### config.mk
export PLATFORM = sky130hd
export DESIGN_NAME = pin_entry_display_flat
export DESIGN_NICKNAME = d
export VERILOG_FILES = /design/src/rtl/doorlock_pkg.sv /design/src/rtl/pin_entry_display_if.sv /design/src/rtl/cycle_timer.sv /design/src/rtl/pin_entry_display.sv /design/src/flat_wrapper.sv
export SDC_FILE = /design/constraint.sdc
export NUM_CORES = 1
export LEC_CHECK = 0
export ABC_AREA = 1
export CAP_MARGIN = 40
export CORE_ASPECT_RATIO = 1.2
export CORE_UTILIZATION = 35
export CTS_CLUSTER_DIAMETER = 80
export CTS_CLUSTER_SIZE = 20
export DETAILED_ROUTE_END_ITERATION = 8
export PLACE_DENSITY = 0.57
export SLEW_MARGIN = 40
export SYNTH_ARGS = -nofsm -noshare
export SYNTH_HDL_FRONTEND = slang
export SYNTH_HIERARCHICAL = 1
export SYNTH_SLANG_ARGS = --single-unit
export TNS_END_PERCENT = 10
### constraint.sdc
create_clock -name clk -period 4.15 [get_ports clk]
set_input_delay 0.415 -clock clk [delete_from_list [all_inputs] [get_ports clk]]
set_output_delay 0.415 -clock clk [all_outputs]
set_load 0.01 [all_outputs]
### src/rtl/doorlock_pkg.sv
// doorlock_pkg: display packet type, keypad/display codes and PIN entry states
package doorlock_pkg;
  typedef struct packed {
    logic [3:0] BCD5;
    logic [3:0] BCD4;
    logic [3:0] BCD3;
    logic [3:0] BCD2;
    logic [3:0] BCD1;
    logic [3:0] BCD0;
  } bcdPac_t;
  localparam logic [3:0] KEY_BACKSPACE = 4'hB;
  localparam logic [3:0] KEY_CLEAR     = 4'hC;
  localparam logic [3:0] KEY_SUBMIT    = 4'hE;
  localparam logic [3:0] DISP_DASH     = 4'hA;
  localparam logic [3:0] DISP_BLANK    = 4'hF;
  typedef enum logic [1:0] {ST_IDLE, ST_ENTRY, ST_FULL} pin_state_e;
endpackage

### src/rtl/pin_entry_display_if.sv
// pin_entry_display_if: keypad input and display/comparator output bundle
interface pin_entry_display_if;
  logic                      key_valid;
  logic [3:0]                key_code;
  logic                      reveal;
  doorlock_pkg::bcdPac_t     bcd_packet;
  logic                      disp_enable;
  logic [2:0]                digit_count;
  logic                      pin_valid;
  logic [23:0]               pin_digits;
  modport master (
    output key_valid, key_code, reveal,
    input  bcd_packet, disp_enable, digit_count, pin_valid, pin_digits
  );
  modport slave (
    input  key_valid, key_code, reveal,
    output bcd_packet, disp_enable, digit_count, pin_valid, pin_digits
  );
endinterface

### src/rtl/cycle_timer.sv
// cycle_timer: loadable down-counter, expire_o pulses in the last counted cycle
module cycle_timer #(
  parameter int unsigned CYCLES = 4
) (
  input  logic clk,
  input  logic rst,
  input  logic load_i,
  input  logic stop_i,
  output logic expire_o
);
  localparam int W = $clog2(CYCLES + 1);
  logic [W-1:0] cnt_q, cnt_d;
  always_comb begin
    cnt_d = load_i ? W'(CYCLES) : stop_i ? '0 : (cnt_q != '0) ? cnt_q - W'(1) : cnt_q;
  end
  // Expiry depends only on the register so callers may feed it back into load/stop.
  assign expire_o = (cnt_q == W'(1));
  always_ff @(posedge clk or negedge rst) begin
    if (!rst) cnt_q <= '0;
    else      cnt_q <= cnt_d;
  end
endmodule

### src/rtl/pin_entry_display.sv
// pin_entry_display: keypad PIN accumulator with masked 7-segment packet output
module pin_entry_display
  import doorlock_pkg::*;
#(
  parameter int unsigned MASK_CYCLES = 50_000_000,
  parameter int unsigned IDLE_CYCLES = 500_000_000
) (
  input logic                clk,
  input logic                rst,
  pin_entry_display_if.slave bus
);
  pin_state_e  state_q, state_d;
  logic [2:0]  count_q, count_d;
  logic [23:0] digits_q, digits_d, pin_digits_q, pin_digits_d, pkt_d;
  bcdPac_t     bcd_packet_q;
  logic        vis_q, vis_d, disp_enable_q, pin_valid_q;
  logic        dig_ok, bsp_ok, clr_ok, sub_ok, accept, flush;
  logic        mask_exp, idle_exp, mask_load, mask_stop, idle_load, idle_stop;
  always_comb begin
    dig_ok       = bus.key_valid && bus.key_code <= 4'd9 && state_q != ST_FULL;
    bsp_ok       = bus.key_valid && bus.key_code == KEY_BACKSPACE && state_q != ST_IDLE;
    clr_ok       = bus.key_valid && bus.key_code == KEY_CLEAR;
    sub_ok       = bus.key_valid && bus.key_code == KEY_SUBMIT && state_q == ST_FULL;
    accept       = dig_ok || bsp_ok || clr_ok || sub_ok;
    flush        = clr_ok || sub_ok || (idle_exp && !accept);
    count_d      = dig_ok ? count_q + 3'd1 : bsp_ok ? count_q - 3'd1 : flush ? 3'd0 : count_q;
    digits_d     = dig_ok ? {digits_q[19:0], bus.key_code} :
                   bsp_ok ? {4'h0, digits_q[23:4]} : flush ? 24'h0 : digits_q;
    vis_d        = dig_ok ? 1'b1 : (accept || flush || mask_exp) ? 1'b0 : vis_q;
    state_d      = (count_d == 3'd0) ? ST_IDLE : (count_d == 3'd6) ? ST_FULL : ST_ENTRY;
    pin_digits_d = sub_ok ? digits_q : pin_digits_q;
    mask_load    = dig_ok;
    mask_stop    = !dig_ok && (accept || flush);
    idle_load    = accept && state_d != ST_IDLE;
    idle_stop    = state_d == ST_IDLE;
    pkt_d        = '0;
    // The packet is built from next-state values so it lands in the same update as the key.
    for (int i = 0; i < 6; i++)
      pkt_d[4*i +: 4] = (3'(i) >= count_d) ? DISP_BLANK :
                        (bus.reveal || (i == 0 && vis_d)) ? digits_d[4*i +: 4] : DISP_DASH;
  end
  cycle_timer #(.CYCLES(MASK_CYCLES)) u_mask (
    .clk(clk), .rst(rst), .load_i(mask_load), .stop_i(mask_stop), .expire_o(mask_exp)
  );
  cycle_timer #(.CYCLES(IDLE_CYCLES)) u_idle (
    .clk(clk), .rst(rst), .load_i(idle_load), .stop_i(idle_stop), .expire_o(idle_exp)
  );
  always_ff @(posedge clk or negedge rst) begin
    if (!rst) begin
      state_q       <= ST_IDLE;
      count_q       <= 3'd0;
      digits_q      <= 24'h0;
      vis_q         <= 1'b0;
      bcd_packet_q  <= '1;
      disp_enable_q <= 1'b0;
      pin_valid_q   <= 1'b0;
      pin_digits_q  <= 24'h0;
    end else begin
      state_q       <= state_d;
      count_q       <= count_d;
      digits_q      <= digits_d;
      vis_q         <= vis_d;
      bcd_packet_q  <= bcdPac_t'(pkt_d);
      disp_enable_q <= 1'b1;
      pin_valid_q   <= sub_ok;
      pin_digits_q  <= pin_digits_d;
    end
  end
  assign bus.bcd_packet  = bcd_packet_q;
  assign bus.disp_enable = disp_enable_q;
  assign bus.digit_count = count_q;
  assign bus.pin_valid   = pin_valid_q;
  assign bus.pin_digits  = pin_digits_q;
endmodule

### src/flat_wrapper.sv
// flat-port wrapper written by rule: the top's interface ports become plain ports
module pin_entry_display_flat import doorlock_pkg::*;
#(
  parameter int unsigned MASK_CYCLES = 50_000_000,
  parameter int unsigned IDLE_CYCLES = 500_000_000
)
  (clk, rst, bus_key_valid, bus_key_code, bus_reveal, bus_bcd_packet, bus_disp_enable, bus_digit_count, bus_pin_valid, bus_pin_digits);
  pin_entry_display_if bus_i ();
  input logic clk;
  input logic rst;
  input wire logic [$bits(bus_i.key_valid)-1:0] bus_key_valid;
  input wire logic [$bits(bus_i.key_code)-1:0] bus_key_code;
  input wire logic [$bits(bus_i.reveal)-1:0] bus_reveal;
  output wire logic [$bits(bus_i.bcd_packet)-1:0] bus_bcd_packet;
  output wire logic [$bits(bus_i.disp_enable)-1:0] bus_disp_enable;
  output wire logic [$bits(bus_i.digit_count)-1:0] bus_digit_count;
  output wire logic [$bits(bus_i.pin_valid)-1:0] bus_pin_valid;
  output wire logic [$bits(bus_i.pin_digits)-1:0] bus_pin_digits;
  assign bus_i.key_valid = bus_key_valid;
  assign bus_i.key_code = bus_key_code;
  assign bus_i.reveal = bus_reveal;
  assign bus_bcd_packet = bus_i.bcd_packet;
  assign bus_disp_enable = bus_i.disp_enable;
  assign bus_digit_count = bus_i.digit_count;
  assign bus_pin_valid = bus_i.pin_valid;
  assign bus_pin_digits = bus_i.pin_digits;
  pin_entry_display #(.MASK_CYCLES(MASK_CYCLES), .IDLE_CYCLES(IDLE_CYCLES)) u_core (.clk(clk), .rst(rst), .bus(bus_i));
endmodule
==> flow_summary.json <==
{
  "avgRoutedWirePerCell_um": 14.7,
  "startpoint_type": "flip-flop",
  "whs_ps": 484,
  "drt_first_pass_iters": 6,
  "criticalPathCategory": "reg -> reg",
  "leakage_uw": 0.00440,
  "drv_cap": 0,
  "hold_viol": 0,
  "cpPeakStageDelay_ps": 570,
  "vdd_drop_max_mv": 0.298,
  "wl_met1_um": 8960,
  "wirelength_um": 19400,
  "boundaryPins": 61,
  "critPathArrivalTime_ps": 3920,
  "tritoncts": "done",
  "clk_path_buf_depth": 2,
  "cts.clk_slew.worst_paths_ps": 70,
  "grt_pass1_wl_um": 32200,
  "final_core_util": 0.427,
  "grt_max_degree": 71,
  "grt_antenna_before_repair": 0,
  "synth-seq-cells": 135,
  "yosys_warnings": 6,
  "endpoint_kind": "flip-flop",
  "maxSlewHeadroom": 0.550,
  "grt_usage": 0.183,
  "grt_pass1_vias": 6351,
  "area_growth_pct": 19.5,
  "vias": 6520,
  "worstPathRequired_ps": 4510,
  "cts_root_buf": "clkbuf_16",
  "syn_nets": 979,
  "setup_tns_ps": 0,
  "crit_chain": "nor2_1 -> nand2_1 -> inv_1 -> nand2_2 -> nor3_1 -> nand3_4 -> nand2_4 -> inv_2 -> nand2_2 -> nand3_2 -> nor2_2 -> nor2_1 -> inv_1 -> buf_4 -> nand4_1 -> nor2_1",
  "layout_commonest_cell": "nand2_1",
  "top_layer": "met4",
  "fmax_ghz": 0.281,
  "routabilityCongestion": 0.890,
  "vias_per_cell": 4.94,
  "fin_crit_ps": 3550,
  "port_buffers": 60,
  "chipHeight_um": 165,
  "postCtsSetupBuffers": 0,
  "cts_made_buffers": 17,
  "fin_area_um2": 9260,
  "drv_slew": 0,
  "setup_viol": 0,
  "nNetsFinal": 1047,
  "layout_common_cells": "nand2_1 (215), dfrtp_1 (111), inv_1 (110)",
  "ant_nets": 0,
  "dpl.hpwl_um": 14700,
  "fin_skew_ps": 14.5,
  "die_w_um": 138,
  "tightest_slew_ps": 673,
  "synth_flop_cell": "dfrtp_1",
  "drt_iter0_markers": 418,
  "syn_area_per_cell_um2": 8.04,
  "cpMostUsedCell": "nor2_1",
  "wl_met3_um": 641,
  "die_area_um2": 22800,
  "clock_latency_ps": 430,
  "fin_crit_sh": 0.856,
  "drc": 0,
  "synthArstFlopShare": 1.00,
  "nFillCells": 2192,
  "power.density_nw_per_um2": 687,
  "synth-edff-count": 0,
  "drive_gt1_frac": 0.198,
  "status": "finished clean",
  "hp-class": "reg -> reg",
  "postSynthCellCount": 964,
  "rsz0062_at_grt": "no",
  "coreArea_um2": 21700,
  "placed_area_um2": 8650,
  "initial_core_util": 0.357,
  "ys_seq_area_frac": 0.439,
  "crit_fanout": 13,
  "globalRouteOverflowTotal": 0,
  "rows": 59,
  "postCtsHoldBufs": 1,
  "synth_area_um2": 7750,
  "ctsResizeCount": 0,
  "cts.sinks": 135,
  "htree_num_levels": 4,
  "synth_cell_type_count": 52,
  "route.met2.wl_um": 9360,
  "cpMaxStageDelayCell": "nor3_1",
  "antenna_cells": 0
}
==> layout make-up <==
class | instances | area (um^2) | area share
Multi-Input combinational cell | 676 | 3710 | 0.401
Clock buffer | 17 | 425 | 0.0459
Timing Repair Buffer | 73 | 702 | 0.0758
Clock inverter | 15 | 178 | 0.0192
Inverter | 129 | 497 | 0.0536
Sequential cell | 135 | 3410 | 0.368
Tap cell | 274 | 343 | 0.0370
==> routing by layer <==
layer / GRT usage / up-vias
met1: 0.240 / 3101
met5: 0 / -
li1: - / 3236
met2: 0.301 / 153
met4: 0.0731 / 0
met3: 0.0278 / 30
==> state kept, by name (all words and copies together), names as in the netlist <==
signal	count
u_core/u_idle/cnt_q	29
u_core/u_mask/cnt_q	26
u_core/bus.bcd_packet	24
u_core/bus.pin_digits	24
u_core/digits_q	24
u_core/bus.digit_count	3
u_core/state_q	2
u_core/bus.disp_enable	1
u_core/bus.pin_valid	1
u_core/vis_q	1
==> cell usage after synthesis (2+ instances only) <==
cell / count / area (um^2)
nand2_1: 215 / 807
dfrtp_1: 111 / 2780
inv_1: 110 / 413
nor2_1: 86 / 323
nand3_1: 85 / 425
o21ai_0: 35 / 175
nand4_1: 32 / 200
nor2_2: 31 / 194
a21oi_1: 27 / 135
nor2_4: 25 / 282
dfstp_2: 24 / 631
nand2_2: 21 / 131
o21ai_1: 14 / 70.1
inv_2: 12 / 45.0
nor3_1: 12 / 60.1
a21oi_2: 11 / 96.3
nand2_4: 11 / 124
buf_2: 9 / 45.0
clkbuf_1: 9 / 33.8
xor2_1: 9 / 78.8
a21boi_1: 7 / 52.6
ha_1: 7 / 87.6
o21bai_1: 7 / 52.6
nand3_2: 4 / 40.0
or2_2: 4 / 25.0
xnor2_1: 4 / 35.0
buf_6: 3 / 33.8
clkinv_1: 3 / 11.3
inv_4: 3 / 18.8
nand3_4: 3 / 52.6
a21o_1: 2 / 15.0
a22oi_1: 2 / 15.0
and2_1: 2 / 12.5
nand3b_1: 2 / 15.0
nand4_4: 2 / 42.5
nor2_8: 2 / 40.0
o21ai_2: 2 / 17.5
o21bai_2: 2 / 22.5
==> metrics by stage <==
stage / setup WS (ps) / std cells / total power (uW)
3_3_place_gp: 411 / 1286 / 4850
2_1_floorplan: 1230 / 964 / 4020
6_report: 598 / 1319 / 6370
3_5_place_dp: 334 / 1286 / 4860
4_1_cts: 632 / 1319 / 6430
5_1_grt: 270 / 1319 / 6850
==> cell families after synthesis <==
family	synth area share
AO/OA/AOI/OAI	0.0904
XOR/XNOR	0.0147
adder cells (fa/ha/maj)	0.0113
buffers and inverters	0.0820
flip-flops	0.439
other	0.000484
AND/OR/NAND/NOR	0.362
==> worst max-delay path, delay by kind of cell, from the launching register on <==
| family | cells | cell delay, ps |
|---|---|---|
| simple gates | 12 | 2120 |
| flops | 1 | 420 |
| buf+inv | 4 | 950 |
==> path summary, 6_finish.rpt <==
check / start / to / slack, ps / cells after the start
min in group asynchronous: rst / u_core/bus.pin_valid / 540 / 2
max in group asynchronous: rst / u_core/bus.bcd_packet[16] / 2670 / 3
max reg2reg: u_core/u_idle/cnt_q[15] / u_core/u_idle/cnt_q[15] / 600 / 16
max: u_core/u_idle/cnt_q[15] / u_core/u_idle/cnt_q[15] / 600 / 16
min reg2reg: u_core/bus.pin_digits[9] / u_core/bus.pin_digits[9] / 480 / 2
min: u_core/bus.pin_digits[9] / u_core/bus.pin_digits[9] / 480 / 2
==> power breakdown <==
group          internal (uW)  switching [uW]
Combinational            994            1700
Sequential              1760             382
Clock                    862             669
Power figures use the tool's default switching activity.
